File: src/rtl/profile_window_ctrl.sv
// Custom-instruction controller that runs one timed measurement window on a profiling
// counter block: reset+enable, count N cycles, disable, then read masked counters back.
module profile_window_ctrl #(
   parameter logic [7:0] customId = 8'd9,
   parameter logic [7:0] profId   = 8'd8
) (
   input  logic        clock,
   input  logic        reset,
   input  logic        start,
   input  logic [7:0]  ciN,
   input  logic [31:0] valueA,
   input  logic [31:0] valueB,
   output logic        done,
   output logic [31:0] result,
   output logic        profStart,
   output logic [7:0]  profCiN,
   output logic [31:0] profValueA,
   output logic [31:0] profValueB,
   input  logic        profDone,
   input  logic [31:0] profResult
);

   typedef enum logic [2:0] {
      StIdle     = 3'd0,
      StStart    = 3'd1,
      StWindow   = 3'd2,
      StStop     = 3'd3,
      StReadback = 3'd4
   } state_e;

   localparam logic [1:0] CmdArm    = 2'd0;
   localparam logic [1:0] CmdStatus = 2'd1;
   localparam logic [1:0] CmdRead   = 2'd2;
   localparam logic [1:0] CmdAbort  = 2'd3;

   state_e      state_q, state_d;
   logic [31:0] cnt_q, cnt_d;
   logic [31:0] n_q, n_d;
   logic [3:0]  mask_q, mask_d;
   logic [3:0]  pend_q, pend_d;
   logic [31:0] snap_q [4];
   logic [31:0] snap_d [4];
   logic        snap_valid_q, snap_valid_d;
   logic        abort_q, abort_d;
   logic        gap_q, gap_d;

   logic        hit;
   logic [1:0]  cmd;
   logic        arm_ok;
   logic        abort_cmd;
   logic        prof_xfer;
   logic [1:0]  rb_idx;
   logic [31:0] status_word;
   logic        unused_bits;

   assign unused_bits = ^{valueA[31:8], valueA[3:2]};

   assign hit       = start && (ciN == customId);
   assign cmd       = valueA[1:0];
   assign arm_ok    = (state_q == StIdle) && (valueB != 32'd0) && (valueA[7:4] != 4'd0);
   assign abort_cmd = hit && (cmd == CmdAbort);
   assign prof_xfer = profStart && profDone;

   assign status_word = {24'd0, snap_valid_q, state_q != StIdle, 3'd0, state_q};

   // Lowest pending mask bit selects the counter being read back.
   always_comb begin
      rb_idx = 2'd0;
      for (int i = 3; i >= 0; i--) begin
         if (pend_q[i]) rb_idx = 2'(i);
      end
   end

   always_comb begin
      done   = hit;
      result = 32'd0;
      if (hit) begin
         unique case (cmd)
            CmdArm:    result = arm_ok ? 32'd0 : 32'd1;
            CmdStatus: result = status_word;
            CmdRead:   result = snap_q[valueB[1:0]];
            default:   result = 32'd0;
         endcase
      end
   end

   // gap_q forces one idle cycle after every completed counter transaction.
   always_comb begin
      profStart  = 1'b0;
      profValueA = 32'd0;
      profValueB = 32'd0;
      unique case (state_q)
         StStart: begin
            profStart  = !gap_q;
            profValueB = {20'd0, mask_q, 4'd0, mask_q};
         end
         StStop: begin
            profStart  = !gap_q;
            profValueB = {24'd0, mask_q, 4'd0};
         end
         StReadback: begin
            profStart  = !gap_q;
            profValueA = {30'd0, rb_idx};
         end
         default: ;
      endcase
      if (!profStart) begin
         profValueA = 32'd0;
         profValueB = 32'd0;
      end
      profCiN = profStart ? profId : 8'd0;
   end

   always_comb begin
      state_d      = state_q;
      cnt_d        = cnt_q;
      n_d          = n_q;
      mask_d       = mask_q;
      pend_d       = pend_q;
      snap_d       = snap_q;
      snap_valid_d = snap_valid_q;
      abort_d      = abort_q;
      gap_d        = prof_xfer;
      unique case (state_q)
         StIdle: begin
            if (hit && (cmd == CmdArm) && arm_ok) begin
               state_d      = StStart;
               n_d          = valueB;
               mask_d       = valueA[7:4];
               snap_valid_d = 1'b0;
               abort_d      = 1'b0;
            end
         end
         StStart: begin
            // An abort here waits for the in-flight start word so the counter block
            // never sees its control word change mid-transaction.
            if (prof_xfer) begin
               state_d = (abort_q || abort_cmd) ? StStop : StWindow;
               abort_d = abort_q || abort_cmd;
               cnt_d   = n_q;
            end else if (abort_cmd) begin
               abort_d = 1'b1;
            end
         end
         StWindow: begin
            if (abort_cmd) begin
               state_d = StStop;
               abort_d = 1'b1;
            end else if (cnt_q == 32'd1) begin
               state_d = StStop;
            end else begin
               cnt_d = cnt_q - 32'd1;
            end
         end
         StStop: begin
            if (prof_xfer) begin
               state_d = abort_q ? StIdle : StReadback;
               pend_d  = abort_q ? 4'd0 : mask_q;
            end
         end
         StReadback: begin
            if (abort_cmd) begin
               state_d = StIdle;
               pend_d  = 4'd0;
            end else if (prof_xfer) begin
               snap_d[rb_idx] = profResult;
               pend_d[rb_idx] = 1'b0;
               if ((pend_q & ~(4'b0001 << rb_idx)) == 4'd0) begin
                  state_d      = StIdle;
                  snap_valid_d = 1'b1;
               end
            end
         end
         default: state_d = StIdle;
      endcase
   end

   always_ff @(posedge clock or negedge reset) begin
      if (!reset) begin
         state_q      <= StIdle;
         cnt_q        <= 32'd0;
         n_q          <= 32'd0;
         mask_q       <= 4'd0;
         pend_q       <= 4'd0;
         snap_valid_q <= 1'b0;
         abort_q      <= 1'b0;
         gap_q        <= 1'b0;
         for (int i = 0; i < 4; i++) snap_q[i] <= 32'd0;
      end else begin
         state_q      <= state_d;
         cnt_q        <= cnt_d;
         n_q          <= n_d;
         mask_q       <= mask_d;
         pend_q       <= pend_d;
         snap_valid_q <= snap_valid_d;
         abort_q      <= abort_d;
         gap_q        <= gap_d;
         for (int i = 0; i < 4; i++) snap_q[i] <= snap_d[i];
      end
   end

endmodule

File: config.mk
export PLATFORM = sky130hd
export DESIGN_NAME = profile_window_ctrl
export DESIGN_NICKNAME = d
export VERILOG_FILES = /design/src/rtl/profile_window_ctrl.sv
export SDC_FILE = /design/constraint.sdc
export NUM_CORES = 1
export LEC_CHECK = 0
export BUFFER_PORTS_ARGS = -buffer_cell sky130_fd_sc_hd__buf_2
export CORE_AREA = 2 2 208 210
export CTS_BUF_LIST = sky130_fd_sc_hd__clkbuf_16
export DETAILED_ROUTE_END_ITERATION = 12
export DIE_AREA = 0 0 210 212
export GPL_ROUTABILITY_DRIVEN = 0
export PLACE_DENSITY_LB_ADDON = 0.15
export SLEW_MARGIN = 25
export SYNTH_ARGS = -nofsm -noshare
export SYNTH_HDL_FRONTEND = slang
export SYNTH_SLANG_ARGS = --single-unit
File: constraint.sdc
create_clock -name clock -period 2.98 [get_ports clock]
set_clock_uncertainty 0.15 [all_clocks]
set_input_delay 0.149 -clock clock [delete_from_list [all_inputs] [get_ports clock]]
set_output_delay 0.149 -clock clock [all_outputs]
set_load 0.05 [all_outputs]
# Word-level counts from Yosys, hierarchy flattened
# Cells that the tools add are included.
totals:
  register_bits: 206
  word_cells: 124
classes:
  n_mux: 49
  n_eq_ne: 20
  magnitude_cmp: 5
  n_bitwise: 7
  reduce_logical: 29
  addsub: 1
  shift: 1
ops:
  columns: ["cell", "n"]
  rows:
  - ["$mux 32", 9]
  - ["$bwmux 128", 1]
  - ["$pmux 32 s3", 1]
  - ["$bmux 32 s2", 1]
  - ["$demux 32 s2", 1]
  - ["$pmux 32 s2", 1]
  - ["$eq 32x1->1 const B", 1]
  - ["$reduce_bool 32->1", 1]
  - ["$sub 32x1->32 const B", 1]
  - ["$mux 3", 9]
  - ["$pmux 12 s2", 1]
  - ["$mux 4", 5]
  - ["$pmux 3 s5", 1]
  - ["$ne 2x2->1 const B", 7]
  - ["$mux 1", 10]
  - ["$mux 2", 5]
  - ["$logic_and 1x1->1", 9]
  - ["$ne 3x3->1 const B", 3]
  - ["$and 4x4->4", 2]
  - ["$eq 8x4->1 const B", 1]
  - ["$not 4->4", 2]
  - ["$pmux 4 s2", 1]
  - ["$eq 3x2->1 const B", 2]
  - ["$ge 3x3->1 const B", 2]
  - ["28 further kinds", 35]

# Logic depth before layout (Yosys ltp)
# Gate-level depths: netlist (run 1).
logic_depth:
  ltp_word: 13
  depth_mapped: 10

# Worst setup path before layout (run 1)
# Ideal clock, no wire load.
synth_timing:
  path_kind: "register -> register"
  start: "register cnt_q[10]"
  end: "register cnt_q[11]"
  stages_incl_launch_ff: 11
  setup_time_ns: 0.138
  required_ns: 2.692
  period_less_slack_ns: 2.929
  arrival_time_ns: 2.641
  setup_slack_ns: 0.051
  cell_sequence: "dfrtp_1 > or4_4 > buf_6 > or4_4 > or4_1 > buf_6 > a21oi_4 > nand2b_1 > buf_6 > buf_8 > o22ai_1"
synth_between:
  elab_chain_len: 4
  word_cells_on_any_way: 7
  cone_classes: "1 x add/sub; 2 x eq/ne; 3 x mux; 1 x reduce/logical"
synth_rtl:
  columns: ["item", "line", "source"]
  rows:
  - ["start, declared", "37", "logic [31:0] cnt_q, cnt_d;"]
  - ["start signal, assigned", "191", "cnt_q <= cnt_d;"]
  - ["$sub 32x1->32", "152", "cnt_d = cnt_q - 32'd1;"]
  - ["$mux 32", "149", "end else if (cnt_q == 32'd1) begin"]
  - ["$mux 32", "146", "if (abort_cmd) begin"]
  - ["$pmux 32 s2", "124", "unique case (state_q)"]
# Parallel ways exist; a longest one is shown, timed or not. The select of a mux whose other input is x is not followed.
# A chain may end at the register's enable or synchronous reset.

# Worst setup path after layout (run 1)
layout_timing:
  start: "register cnt_q[12]"
  end: "register cnt_q[1]"
layout_between:
  elab_chain_len: 3
layout_rtl:
  columns: ["item", "line"]
  rows:
  - ["$eq 32x1->1", "149"]
  - ["$ne 2x2->1 (no source line)", null]
  - ["$reduce_and 4->1 (no source line)", null]
# Every way passes these cells.

==> run metrics, run 1 <==
drt via density between 4 and 5; IO Port Bufs 130; Rows 76; first-pass GRT wire length between 40000 and 50000 um; Placement Setup Slack -0.04641 ns; Synthesis Warnings 0; Crit Path Class reg -> reg; Mapped Cells about 850; htree depth 1; layout cell share with drive strength beyond 1 about 40%; final worst slack between 0.1 and 0.15 ns; Fin. Hold Viols 0; min-delay worst type in -> async; WL/cell 18.23 um; Synth Cell Area about 10000 um^2; WHS just over 0.1 ns; clock root cell clkbuf_16; top post-synthesis cells by area dfrtp_1 49%, mux2_2 18%, mux4_2 6.9%, buf_4 4.5%, and3_1 1.9%; I/O pin count about 210; multi-input logic area 4807 um^2; Max Freq 351.7 MHz; Reg clk slew, reported paths 0.06 ns; Min Clock Period, post-route 2.843 ns; nets between 1000 and 1500; CP max-delay cell or4_4; Initial Util 24.57%; asr flop ratio synth 100.0%; top cell type by total area after synthesis dfrtp_1; Die W between 200 and 250 um; initial antenna violation count 1; Final HPWL DP about 19000 um; slew at the pin closest to its max-slew limit roughly 0.77 ns; Max-slew headroom between 40 and 50%; Tcrit/Tclk final 95.40%; CTS sink cnt about 210; number of global-route vias before repair between 7000 and 8000; area grow syn2layout 28.23%; GR peak layer met2; drt first pass iters 5; CTS tree built; VDD IR max 0.4604 mV; leak pwr ~0.0065 uW; die footprint ~45000 um^2; die height ~210 um; Worst Path Buf+Inv 1; met2 Use GR 23.15%; status finished clean; Pwr Density approximately 700 nW/um^2; DRT iter0 DRCs about 260; crit-path most repeated cell or4_4; crit path capture type flip-flop; Avg Cell Area, Syn between 10 and 15 um^2; Register Area around 5200 um^2; grt ovf 0; Req. time, crit path between 3 and 4 ns; filler instances between 4000 and 5000; largest net degree at the start of global routing 85; register area share after synthesis about 50%; core footprint 42510 um^2; Detailed Route WL 29920 um; arrival time at the worst endpoint 3.15 ns; CTS max path bufs 3; max-slew violation count 0; slowest stage delay, CP 0.54 ns; crit path launch type flip-flop; CP Cell Sequence or4_4, or4_4, or4_4, a21oi_4, nand2b_4, buf_6, mux2i_1; total track usage 13.44%; cell total after placement roughly 1500; DR DRC count 0; maxcap violations 0; GR Util met3 2.511%; crit-path leading delay family simple AND/OR/NAND/NOR gates; final setup fails 0; post-route ant nets 0; Netlist cell types 56; Inserted Clock Buffers 25; via count between 7000 and 8000; clk_lat worst skew around 0.55 ns; number of synthesized flops with an enable pin 0; Yosys reg bits between 200 and 250; worst-path fanout max 11; post-synth top area share roughly half; dominant synthesized flop cell dfrtp_1; Finished Layout Cells 1641; unrepaired setup endpoints after global routing false; M1 GR Usage about 18%
==> synthesized netlist by cell type (8+ instances only) <==
cell      count
or4_1         8
mux4_2       32
a22oi_1       9
o211ai_1      8
and3_1       31
nor3_1       26
and2_1        8
o21ai_0      29
inv_1         8
buf_4        63
clkbuf_1     35
dfrtp_1     206
nand3_1      14
or3_1        10
a21oi_1      27
nand2_1      19
buf_1        11
mux2_2      165
nor2_1       38
nor4_1       21
==> through the flow <==
stage | area (um^2) | total power [uW] | setup TNS (ns) | utilization [%]
floorplan | 10660 | 5466 | 0 | -
global placement | 11860 | 6408 | -0.04736 | 27.90
detailed placement | 11860 | 6403 | -0.06281 | 27.90
CTS | 13370 | 9595 | 0 | 31.44
global route | 13390 | 10110 | 0 | 31.51
finish | 13390 | 9484 | 0 | 31.51
==> what timing repair did <==
action,in CTS,in global routing
resized for setup,3,6
setup endpoints to repair,8,24
buffers inserted,2,0
pin swaps,3,3
gates cloned,0,1
endpoints found under the hold margin,242,0
hold buffers,68,0
==> cells in the final DEF (no fill, tap or decap), types with 8 or more instances in the layout <==
master	netlist	routed
a22oi_1	9	9
o21ai_0	29	29
dlygate4sd3_1	0	68
nand2_1	19	19
a21oi_1	27	27
buf_4	63	43
buf_12	0	11
clkbuf_16	0	25
nor3_1	26	25
nor4_1	21	21
mux2_2	165	165
and2_1	8	8
or3_1	10	10
dfrtp_1	206	206
inv_1	8	15
and3_1	31	31
o211ai_1	8	8
mux4_2	32	32
buf_2	1	130
nand3_1	14	12
conb_1	1	57
nor2_1	38	37
==> sequential cells by signal, summed over array words and instances (netlist names), 3 cells and up <==
signal and cells:
mask_q 4, pend_q 4, snap_q 128, cnt_q 32
state_q 3, n_q 32
==> routing by layer <==
layer | wire, um | share of wire, % | up-vias
met5 | 0 | 0 | -
met4 | 596 | 2.0 | 0
met3 | 1183 | 4.0 | 38
met2 | 14570 | 49 | 164
met1 | 13570 | 45 | 3802
li1 | - | - | 3510
==> where the power goes <==
group | switching (uW) | leakage [uW] | internal, uW | total (uW)
clock | 1230 | 0.000424 | 1790 | 3020
combinational | 1710 | 0.00322 | 1270 | 2980
sequential | 298 | 0.00282 | 3190 | 3490
==> worst paths after layout <==
kind | slack, ns | to | startpoint | cells after the start
worst max-delay path | 0.14 | cnt_q[1]$_DFFE_PN0P_ | cnt_q[12]$_DFFE_PN0P_ | 7
worst min-delay path | 0.10 | n_q[16]$_DFFE_PN0P_ | reset | 2
worst max register to register | 0.14 | cnt_q[1]$_DFFE_PN0P_ | cnt_q[12]$_DFFE_PN0P_ | 7
worst min register to register | 0.35 | snap_q[60]$_DFFE_PN0P_ | snap_q[60]$_DFFE_PN0P_ | 1
max in group asynchronous | 1.85 | snap_q[53]$_DFFE_PN0P_ | reset | 3
min in group clock | 0.10 | state_q[2]$_DFFE_PN0P_ | valueA[0] | 4
==> logic make-up (layout without fill, tap and decap cells) <==
group	Yosys count	in the layout	share of synthesized area [%]
flops	206	206	49.35
mux	199	199	24.88
compound gates	113	113	7.128
other cells	1	58	0.03590
fa+ha+maj	2	2	0.2395
buf+inv	123	308	7.091
simple gates	207	207	11.10
xor+xnor	2	2	0.1677
==> area by class of cell <==
type / count / share of cell area [%]
diodes: 1 / 0.01868
clock buffers: 25 / 4.671
clock inverters: 20 / 1.345
inverters: 8 / 0.2242
multi-input cells: 580 / 35.89
flip-flops and latches: 206 / 38.49
well taps: 546 / 5.100
repair buffers: 255 / 14.26
(Power assumes the default switching activity.)
==> inputs of run 2 (changes only) <==
SETUP_SLACK_MARGIN = 0.5   (was default)
==> run metrics, run 2 (synthesis gave the netlist of run 1 again) <==
status finished clean (unchanged); core footprint 42510 um^2 (unchanged); clk_lat worst skew 0.54 ns (was 0.55 ns); htree depth 1 (unchanged); Min Clock Period, post-route 2.894 ns (was 2.843 ns); initial antenna violation count 1 (unchanged); critical path depth 7 (unchanged); Initial Util 24.57% (unchanged); number of global-route vias before repair 7881 (was 7871); die footprint 44520 um^2 (unchanged); worst-path fanout max 10 (was 11); min-delay worst type in -> reg (was in -> async); clock root cell clkbuf_16 (unchanged); maxcap violations 0 (unchanged); IO Port Bufs 130 (unchanged); Finished Layout Cells 1646 (was 1641); largest register by flop count snap_q (unchanged); area grow syn2layout 30.35% (was 28.23%); Tcrit/Tclk final 97.13% (was 95.40%); Req. time, crit path 3.29 ns (was 3.28 ns); leak pwr 0.006515 uW (was 0.006462 uW); CTS max path bufs 3 (unchanged); Pwr Density 702.5 nW/um^2 (was 708.1 nW/um^2); worst hold path depth 4; die height 212 um (unchanged); Die W 210 um (unchanged); crit-path most repeated cell or4_4 (unchanged); CP max-delay cell or4_4 (unchanged); crit-path leading delay family simple AND/OR/NAND/NOR gates (unchanged); largest registers snap_q: 128 flops, cnt_q: 32 flops, n_q: 32 flops (unchanged); commonest non-fill, non-tap cell in the layout dfrtp_1 (unchanged); Reg2Reg Depth 7 (unchanged); layout cell share with drive strength beyond 1 42.22% (was 39.67%); first-pass GRT wire length 47510 um (was 46670 um); post-route ant nets 0 (unchanged); arrival time at the worst endpoint 3.20 ns (was 3.15 ns); Max-slew headroom 55.27% (was 48.75%); CP Cell Sequence or4_4, or4_4, or4_4, nand3_4, bufbuf_16, o311ai_0, o21ai_0 (was or4_4, or4_4, or4_4, a21oi_4, nand2b_4, buf_6, mux2i_1); slew at the pin closest to its max-slew limit 0.6690 ns (was 0.7687 ns); largest net degree at the start of global routing 70 (was 85); Reg clk slew, reported paths 0.06 ns (about the same); final setup fails 0 (unchanged); cell total after placement 1512 (was 1525); setup TNS 0 ns (unchanged); WL/cell 18.68 um (was 18.23 um); I/O pin count 214 (unchanged); Fin. Hold Viols 0 (unchanged); CTS sink cnt 206 (unchanged); drt via density 4.637 (was 4.579); Worst Path Buf+Inv 1 (unchanged); Rows 76 (unchanged); max-slew violation count 0 (unchanged); nets 1193 (was 1186); VDD IR max 0.4588 mV (was 0.4604 mV); max FFs per register 128 (unchanged); final worst slack 0.08554 ns (was 0.1370 ns); DRT iter0 DRCs 264 (was 259); Placement Setup Slack 0.006882 ns (was -0.04641 ns); unrepaired setup endpoints after global routing true (was false); grt ovf 0 (unchanged); via count 7632 (was 7514); DR DRC count 0 (unchanged); Detailed Route WL 30740 um (was 29920 um); crit path launch type flip-flop (unchanged); total track usage 13.79% (was 13.44%); Max Freq 345.5 MHz (was 351.7 MHz); drt first pass iters 5 (unchanged); most frequent cells in the layout 203 x dfrtp_1, 164 x mux2_2, 128 x buf_2 (was 206 x dfrtp_1, 165 x mux2_2, 130 x buf_2); slowest stage delay, CP 0.55 ns (was 0.54 ns); Final HPWL DP 18780 um (was 19350 um); crit path capture type flip-flop (unchanged); Inserted Clock Buffers 25 (unchanged); CTS tree built (unchanged); Crit Path Class reg -> reg (unchanged)
run 2: where the power goes:
group	switching [uW]	internal, uW	leakage, uW
combinational	1880	1450	0.00332
sequential	323	3190	0.00281
clock	1210	1510	0.000383
run 2: metrics by stage:
| step | hold slack, ns | cell area [um^2] | util (%) | total power (uW) |
|---|---|---|---|---|
| floorplan | -0.2966 | 10700 | - | 5509 |
| global placement | 0.09062 | 11750 | 27.65 | 6383 |
| detailed placement | 0.08328 | 11750 | 27.65 | 6385 |
| CTS | 0.05247 | 13470 | 31.68 | 9529 |
| global route | 0.1035 | 13620 | 32.03 | 10160 |
| finish | 0.07360 | 13620 | 32.03 | 9565 |
run 2: final cells by class:
type,instances,area [um^2]
Antenna cell,1,2.502
Clock buffer,25,625.6
Clock inverter,18,86.33
Fill cell,4312,28890
Inverter,8,30.03
Multi-Input combinational cell,583,4989
Sequential cell,206,5159
Tap cell,546,683.2
Timing Repair Buffer,259,2041
run 2: layer usage:
metal	GRT usage, %	vias to the layer above	wire (um)
li1	-	3528	-
met2	23.37	176	14710
met3	2.703	38	1358
met5	0	-	0
met4	3.791	0	781
met1	18.00	3890	13890
run 2: final timing paths:
| kind | startpoint | end | slack, ns |
|---|---|---|---|
| setup reg to reg | cnt_q[17]$_DFFE_PN0P_ | cnt_q[6]$_DFFE_PN0P_ | 0.09 |
| hold reg to reg | snap_q[37]$_DFFE_PN0P_ | snap_q[37]$_DFFE_PN0P_ | 0.35 |
| max in group asynchronous | reset | cnt_q[24]$_DFFE_PN0P_ | 1.87 |
| setup / recovery | cnt_q[17]$_DFFE_PN0P_ | cnt_q[6]$_DFFE_PN0P_ | 0.09 |
| min in group asynchronous | reset | cnt_q[17]$_DFFE_PN0P_ | 0.08 |
| hold / removal | valueA[0] | abort_q$_DFFE_PN0P_ | 0.07 |
run 2: what timing repair did:
action | 4_1_cts | 5_1_grt
endpoints found under the setup margin | 104 | 122
pin swaps | 9 | 15
setup buffers | 9 | 6
gates resized for setup | 31 | 25
endpoints found under the hold margin | 314 | 0
hold buffers | 68 | 0
cloned | 6 | 1
run 2: worst min-delay path, delay by kind of cell:
family                 cells  cell delay, ns
and+or+nand+nor            3            0.45
buffers and inverters      1            0.13
==> inputs of run 3 (changes only) <==
CORE_AREA = 2 2 186 234   (was 2 2 208 210)
DIE_AREA = 0 0 188 236   (was 0 0 210 212)
RECOVER_POWER = 25   (was default)
==> run metrics, run 3 (synthesis gave the netlist of run 1 again) <==
status finished with violations (was finished clean); violated checks max-capacitance violations, max-slew violations; leak pwr 0.006598 uW (was 0.006515 uW); max-slew violation count 67 (was 0); drt first pass iters 5 (unchanged); Crit Path Class reg -> reg (unchanged); commonest non-fill, non-tap cell in the layout dfrtp_1 (unchanged); number of global-route vias before repair 8120 (was 7881); largest net degree at the start of global routing 68 (was 70); CTS max path bufs 3 (unchanged); maxcap violations 1 (was 0); filler instances 4316 (was 4312); crit path launch type flip-flop (unchanged); DR DRC count 0 (unchanged); min-delay worst type in -> reg (unchanged); Detailed Route WL 31090 um (was 30740 um); grt ovf 0 (unchanged); I/O pin count 214 (unchanged); Fin. Hold Viols 0 (unchanged); final setup fails 0 (unchanged); WHS 0.08094 ns (was 0.07360 ns); largest register by flop count snap_q (unchanged); layout cell share with drive strength beyond 1 42.55% (was 42.22%); Reg clk slew, reported paths 0.06 ns (about the same); unrepaired setup endpoints after global routing true (unchanged); Initial Util 24.61% (was 24.57%); diode count 0 (was 1); Placement Cell Area 11900 um^2 (was 11750 um^2); Rows 85 (was 76); most frequent cells in the layout 204 x dfrtp_1, 164 x mux2_2, 119 x buf_2 (was 203 x dfrtp_1, 164 x mux2_2, 128 x buf_2); clk_lat worst skew 0.54 ns (about the same); post-route ant nets 0 (unchanged); Tcrit/Tclk final 96.53% (was 97.13%); CTS sink cnt 206 (unchanged); Max-slew headroom -20.69% (was 55.27%); IO Port Bufs 130 (unchanged); DRT iter0 DRCs 364 (was 264); worst-path fanout max 6 (was 10); core footprint 42430 um^2 (was 42510 um^2); Req. time, crit path 3.23 ns (was 3.29 ns); Max Freq 347.6 MHz (was 345.5 MHz); nets 1212 (was 1193); initial antenna violation count 0 (was 1); Min Clock Period, post-route 2.877 ns (was 2.894 ns); Pwr Density 713.4 nW/um^2 (was 702.5 nW/um^2); WL/cell 18.44 um (was 18.68 um); setup TNS 0 ns (unchanged); htree depth 1 (unchanged); slew at the pin closest to its max-slew limit 1.810 ns (was 0.6690 ns); VDD IR max 0.4012 mV (was 0.4588 mV); die height 236 um (was 212 um); largest registers snap_q: 128 flops, cnt_q: 32 flops, n_q: 32 flops (unchanged); first-pass GRT wire length 48240 um (was 47510 um); Inserted Clock Buffers 27 (was 25); clock root cell clkbuf_16 (unchanged); area grow syn2layout 31.54% (was 30.35%); post-route design area 13740 um^2 (was 13620 um^2); Placement Setup Slack 0.04578 ns (was 0.006882 ns); final worst slack 0.1035 ns (was 0.08554 ns); CTS tree built (unchanged); arrival time at the worst endpoint 3.13 ns (was 3.20 ns); die footprint 44370 um^2 (was 44520 um^2); drt via density 4.590 (was 4.637); Final HPWL DP 20310 um (was 18780 um); crit path capture type flip-flop (unchanged); Die W 188 um (was 210 um); max FFs per register 128 (unchanged); via count 7739 (was 7632); total track usage 13.91% (was 13.79%)
## run 3: cell types whose count changed in the layout (fill, tap and decap cells not counted), sizes merged
cell    before  now
bufinv       0    1
bufbuf       2    0
clkbuf      27   38
buf        187  197
clkinv       8   10
diode        1    0
## run 3: critical path, cell delays in order (launching register included)
cell and delay [ns]:
dfrtp_1 0.38, or4_4 0.54, or4_4 0.53, or4_4 0.50, a21oi_4 0.23, nand2b_2 0.31, o22ai_1 0.10
## run 3: layout make-up
cell class,instances,area (um^2),share of cell area (%)
Clock inverter,21,116.4,0.8469
Multi-Input combinational cell,583,4954,36.05
Timing Repair Buffer,276,2100,15.28
Clock buffer,27,675.6,4.918
Sequential cell,206,5157,37.54
Tap cell,565,706.9,5.145
Inverter,8,30.03,0.2186
## run 3: what timing repair did
action                                 CTS  global route
buffers inserted                        11             7
setup endpoints to repair              132           178
endpoints found under the hold margin  273             0
cloned                                   3             1
gates resized for setup                 32            28
pin swaps                               20             5
hold buffers                            68             0
## run 3: final timing paths
path,startpoint,to,slack [ns],depth (start not counted)
worst max-delay path,cnt_q[17]$_DFFE_PN0P_,cnt_q[20]$_DFFE_PN0P_,0.10,6
worst min-delay path,valueA[0],state_q[2]$_DFFE_PN0P_,0.08,4
worst max register to register,cnt_q[17]$_DFFE_PN0P_,cnt_q[20]$_DFFE_PN0P_,0.10,6
worst min register to register,snap_q[41]$_DFFE_PN0P_,snap_q[41]$_DFFE_PN0P_,0.35,1
max in group asynchronous,reset,snap_q[63]$_DFFE_PN0P_,0.80,3
min in group asynchronous,reset,n_q[14]$_DFFE_PN0P_,0.45,2
## run 3: report_power, final
| group | total, uW | switching (uW) | internal (uW) |
|---|---|---|---|
| clock | 2960 | 1250 | 1710 |
| sequential | 3510 | 314 | 3190 |
| combinational | 3340 | 1880 | 1460 |
| total | 9800 | 3440 | 6360 |
## run 3: routing by layer
metal / routed length, um / GRT usage, % / part of all wire [%]
met1: 12800 / 16.93 / 41
met2: 16260 / 25.30 / 52
met3: 1269 / 1.949 / 4.1
met4: 760 / 4.104 / 2.4
met5: 0 / 0 / 0
## run 3: metrics by stage
stage / utilization, % / std cells / total power (uW)
floorplan: - / 909 / 5509
global placement: 28.05 / 1548 / 6537
detailed placement: 28.05 / 1548 / 6534
CTS: 32.01 / 1678 / 9844
global route: 32.38 / 1686 / 10400
finish: 32.38 / 1686 / 9801
